[src/rtl/reg_pipe_pkg.sv]
// Shared helpers for the reg_pipe elastic pipeline register.
// Provides clog2, which sizes the occupancy counter.
package reg_pipe_pkg;

    // Ceiling log2. A value of n needs clog2(n) bits to hold 0..n-1, so
    // clog2(Depth+1) bits hold an occupancy count of 0..Depth.
    function automatic int clog2(input int n);
        int r;
        r = 0;
        while ((1 << r) < n) begin
            r = r + 1;
        end
        return r;
    endfunction

endpackage

[src/rtl/reg_pipe_stage.sv]
// One stage of the elastic pipeline: a data register plus its valid bit.
// Ports:
//   clock, reset    rising-edge clock, async active-low reset
//   flush           synchronous clear of the valid bit (data is kept)
//   load            capture data_i/valid_i this edge
//   data_i, valid_i incoming beat (from upstream or the previous stage)
//   data_o, valid_o registered beat
module reg_pipe_stage #(
    parameter int Size = 8
) (
    input  logic            clock,
    input  logic            reset,
    input  logic            flush,
    input  logic            load,
    input  logic [Size-1:0] data_i,
    input  logic            valid_i,
    output logic [Size-1:0] data_o,
    output logic            valid_o
);

    logic [Size-1:0] data_q, data_d;
    logic            v_q, v_d;

    always_comb begin
        data_d = data_q;
        v_d    = v_q;
        if (flush) begin
            // Flush wins over any load; only the valid bit is cleared.
            v_d = 1'b0;
        end else if (load) begin
            // Bubbles load too: data is don't-care when v_d is 0.
            data_d = data_i;
            v_d    = valid_i;
        end
    end

    always_ff @(posedge clock or negedge reset) begin
        if (!reset) begin
            data_q <= '0;
            v_q    <= 1'b0;
        end else begin
            data_q <= data_d;
            v_q    <= v_d;
        end
    end

    assign data_o  = data_q;
    assign valid_o = v_q;

endmodule

[src/rtl/reg_pipe.sv]
// Elastic pipeline register: Depth stages of Size-bit data with per-stage
// valid bits, valid/ready handshake, back-pressure with compaction toward
// the output, synchronous flush and a registered occupancy count.
// Ports:
//   clock, reset      rising-edge clock, async active-low reset
//   data_i, valid_i   upstream beat; ready_o says it is accepted this cycle
//   data_o, valid_o   last-stage beat; ready_i says downstream takes it
//   flush             synchronous clear of every stage's valid bit
//   count_o           number of valid stages (0..Depth)
module reg_pipe
    import reg_pipe_pkg::*;
#(
    parameter int Size  = 8,
    parameter int Depth = 2
) (
    input  logic                          clock,
    input  logic                          reset,
    input  logic [Size-1:0]               data_i,
    input  logic                          valid_i,
    output logic                          ready_o,
    output logic [Size-1:0]               data_o,
    output logic                          valid_o,
    input  logic                          ready_i,
    input  logic                          flush,
    output logic [clog2(Depth+1)-1:0]     count_o
);

    localparam int CountW = clog2(Depth + 1);

    logic [Depth-1:0][Size-1:0] stage_data;
    logic [Depth-1:0]           stage_v;
    logic [Depth:0]             adv;

    // A stage may advance if it is empty or the stage after it advances.
    // The chain is combinational end to end so a full pipe can still take
    // a beat in the same cycle one leaves.
    always_comb begin
        adv        = '0;
        adv[Depth] = ready_i;
        for (int k = Depth - 1; k >= 0; k--) begin
            adv[k] = !stage_v[k] | adv[k+1];
        end
    end

    assign ready_o = adv[0] & !flush;

    for (genvar k = 0; k < Depth; k++) begin : g_stage
        logic [Size-1:0] src_data;
        logic            src_v;

        if (k == 0) begin : g_head
            assign src_data = data_i;
            assign src_v    = valid_i;
        end else begin : g_body
            assign src_data = stage_data[k-1];
            assign src_v    = stage_v[k-1];
        end

        reg_pipe_stage #(.Size(Size)) u_stage (
            .clock   (clock),
            .reset   (reset),
            .flush   (flush),
            .load    (adv[k]),
            .data_i  (src_data),
            .valid_i (src_v),
            .data_o  (stage_data[k]),
            .valid_o (stage_v[k])
        );
    end

    assign data_o  = stage_data[Depth-1];
    assign valid_o = stage_v[Depth-1];

    // Occupancy tracks the valid bits: +1 per accepted beat, -1 per
    // completed output transfer, cleared by flush.
    logic              acc_in, xfer_out;
    logic [CountW-1:0] count_q, count_d;

    assign acc_in   = valid_i & ready_o;
    assign xfer_out = valid_o & ready_i;

    always_comb begin
        count_d = count_q + CountW'(acc_in) - CountW'(xfer_out);
        if (flush) begin
            count_d = '0;
        end
    end

    always_ff @(posedge clock or negedge reset) begin
        if (!reset) begin
            count_q <= '0;
        end else begin
            count_q <= count_d;
        end
    end

    assign count_o = count_q;

endmodule

[config.mk]
export PLATFORM = sky130hd
export DESIGN_NAME = reg_pipe
export DESIGN_NICKNAME = d
export VERILOG_FILES = /design/src/rtl/reg_pipe_pkg.sv /design/src/rtl/reg_pipe_stage.sv /design/src/rtl/reg_pipe.sv
export SDC_FILE = /design/constraint.sdc
export NUM_CORES = 1
export LEC_CHECK = 0
export BUFFER_PORTS_ARGS = -buffer_cell sky130_fd_sc_hd__buf_2
export CORE_ASPECT_RATIO = 1.25
export CORE_MARGIN = 10
export CORE_UTILIZATION = 48
export DETAILED_ROUTE_END_ITERATION = 10
export PLACE_DENSITY_LB_ADDON = 0.3
export SLEW_MARGIN = 10
export SYNTH_ARGS = -nofsm -noshare
export SYNTH_HDL_FRONTEND = slang
export SYNTH_SLANG_ARGS = --single-unit
[constraint.sdc]
create_clock -name clock -period 2.24 [get_ports clock]
set_input_delay 0.112 -clock clock [delete_from_list [all_inputs] [get_ports clock]]
set_output_delay 0.112 -clock clock [all_outputs]
set_load 0.02 [all_outputs]
==> impl_metrics.csv <==
group,metric,value,unit
timing,period_share,82.5,%
clock_tree,path_clk_slew,0.10,ns
critical_path,worstSetupPathType,"register to register",
floorplanning,die_w,56.8,um
pwr,ir_drop,0.467,mV
hold_path,hold_end,"g_stage[0].u_stage.data_o[0]",
route,wl_met2,772,um
timing,max_slew.worst_pin.slew,0.426,ns
floorplanning,die_y,66.0,um
cells_and_area,mostFrequentLayoutCell,"buf_2",
cells_and_area,final_cell_mix,"24 x buf_2, 20 x dfrtp_1, 16 x mux2_2",
route,top_layer,"met4",
critical_path,regToRegSetupSlack,0.39,ns
floorplanning,die_area,0.00375,sq mm
critical_path,rr_worst_depth,9,
route,avgRoutedWirePerCell,15.0,um
critical_path,start_kind,"register",
critical_path,cp.arrival,2.03,ns
critical_path,path_max_fanout,10,
run_status,status,"finished clean",
clock_tree,insertion_delay,0.29,ns
route,drcViolationCount,0,
route,route.met3.wl,151,um
timing,clock_skew,0.00272,ns
clock_tree,cts_resized,0,
hold_path,hold_path.class,"primary input to register",
route,wl,1.49,mm
critical_path,rr_startpoint,"g_stage[1].u_stage.valid_o",
cells_and_area,syn_to_final_growth,21.6,%
logic_synthesis,synth_area,812,sq um
cells_and_area,fill_cells,121,
critical_path,critical-path-max-stage-delay,0.41,ns
global_routing,grt_usage,8.48,%
placed_design,gp_congestion,0.697,
clock_tree,clockRootBuffer,"clkbuf_4",
route,vias,510,
critical_path,end_kind,"register",
global_routing,grt_start_max_net_pins,21,
clock_tree,cts_tree,"built",
hold_path,worstHoldStart,"data_i[0]",
placed_design,port_buffers,24,
pwr,power_switching,0.210,mW
timing,setup_viol,0,
logic_synthesis,netlist-cell-type-count,14,
pwr,power-per-cell-area,764,mW/mm^2
timing,slew_viol_final,0,
clock_tree,cts_setup_buffers,0,
floorplanning,start_util,51.3,%
placed_design,dp_hpwl,1.19,mm
logic_synthesis,yosysWarnings,0,
clock_tree,cts_buffers,3,
floorplanning,ios,25,
global_routing,antenna_found_initial,0,
critical_path,cp_slowest_cell,"dfrtp_1",
pwr,intPower,0.544,mW
route,via_per_inst,5.15,
timing,final-hold-violation-count,0,
timing,min_period,1.85,ns
clock_tree,clk_path_buf_depth,2,
logic_synthesis,synth.ff_latch_count,20,
hold_path,min_delay_path_depth,2,
logic_synthesis,avgSynthCellArea,15.3,sq um
logic_synthesis,syn_inst,53,
clock_tree,htree_levels,1,
critical_path,critPathMostFrequentCell,"ha_1",
placed_design,pre_cts_slack,0.375,ns
clock_tree,cts.sink_count,20,
global_routing,overflow,0,
route,drt-met1-wl,557,um
floorplanning,core-area,0.00158,sq mm
global_routing,grt_pass1_wl,2.59,mm
cells_and_area,drive_gt1_share,58.0,%
route,ant_nets,0,
run,max-cap-violations,0,
pwr,clkPwrFrac,21.4,%
critical_path,reg2reg_to,"count_o[1]",
critical_path,worstPathCellList,"and3b_2 > nor2_8 > nand2_1 > ha_1 > inv_1 > ha_1 > xor2_1 > xnor2_1 > nor2_1",
logic_synthesis,yosysSeqAreaShare,61.6,%
pwr,pwr-share-comb,21.7,%
timing,worst_slack,0.392,ns
route,drtIter0Drc,3,
timing,rsz0062_at_grt,"false",
timing,relSlewSlack,71.6,%
cells_and_area,diodes,0,
pwr,power_frac_seq,56.9,%
cells_and_area,nNetsFinal,98,
global_routing,grt_pass1_vias,617,
timing,setup_tns,0,ns
floorplanning,num_rows,16,
cells_and_area,postLayoutCoreUtil,62.4,%
pwr,swShare,27.9,%
timing,max_freq,541,MHz
critical_path,required,2.42,ns
pwr,power_leakage,0.492,nW
logic_synthesis,syn_nets,68,
route,firstDrtPassIters,2,
-- layout make-up --
cell class                      count  area, sq um  share of cell area, %
Multi-Input combinational cell     32          308                   31.2
Sequential cell                    20          500                   50.7
Clock buffer                        3         22.5                   2.28
Tap cell                           18         22.5                   2.28
Timing Repair Buffer               25          130                   13.2
Inverter                            1         3.75                  0.380
-- per-stage QoR --
step           cell area [sq um]  power [mW]  instances  hold slack (ns)
2_1_floorplan                812       0.535         53           -0.184
6_report                     987       0.754         99           0.0467
3_5_place_dp                 955       0.604         95           0.0760
5_1_grt                      987       0.797         99           0.0405
4_1_cts                      987       0.764         99           0.0407
3_3_place_gp                 955       0.595         95           0.0704
-- Yosys cell counts, drive strengths merged --
master,n,area (sq um)
and2,1,6.26
and2b,1,8.76
and3b,1,10.0
dfrtp,20,500
ha,2,25.0
inv,1,3.75
mux2,16,180
nand2,1,3.75
nor2,7,50.1
nor2b,1,6.26
xnor2,1,8.76
xor2,1,8.76
-- logic make-up after synthesis --
kind of cell,synth area share [%]
buffers and inverters,0.462
muxes,22.2
adders and majority gates,3.08
DFF,61.6
xor gates and xnor gates,2.16
and+or+nand+nor,10.5
-- critical path: cells and delay by family, from the launching register on --
kind | cells | cell delay (ns)
AND/OR/NAND/NOR | 4 | 0.56
adder cells (fa/ha/maj) | 2 | 0.44
flip-flops | 1 | 0.41
XOR/XNOR | 2 | 0.30
buffers and inverters | 1 | 0.04
-- layer usage --
| metal | global-route usage, % | vias up |
|---|---|---|
| li1 | - | 240 |
| met1 | 8.32 | 253 |
| met2 | 15.0 | 15 |
| met3 | 4.04 | 2 |
| met4 | 3.53 | 0 |
| met5 | 0 | - |
-- sequential cells by signal, indices dropped and copies added (netlist names) --
register,count
g_stage.u_stage.data_o,16
count_o,2
g_stage.u_stage.valid_o,2
-- what timing repair did --
action,4_1_cts,5_1_grt
endpoints found under the hold margin,20,0
hold buffers,1,0
setup endpoints to repair,0,0
-- power groups by stage --
stage	clock network (mW)	registers (mW)	logic, mW
final	0.161	0.429	0.164
after global routing	0.182	0.435	0.180
after CTS	0.166	0.430	0.169
after detailed placement	0	0.437	0.167
after global placement	0	0.433	0.162
after floorplan	0	0.472	0.0637
-- worst max-delay path by stage --
stage,slack (ns),startpoint,endpoint
after floorplan,0.35,g_stage[1].u_stage.valid_o,count_o[1]
after global placement,0.42,g_stage[0].u_stage.valid_o,count_o[1]
after detailed placement,0.37,g_stage[1].u_stage.valid_o,count_o[1]
after CTS,0.36,g_stage[1].u_stage.valid_o,count_o[1]
after global routing,0.23,g_stage[1].u_stage.valid_o,count_o[1]
final,0.39,g_stage[1].u_stage.valid_o,count_o[1]
Power figures use the tool's default switching activity.
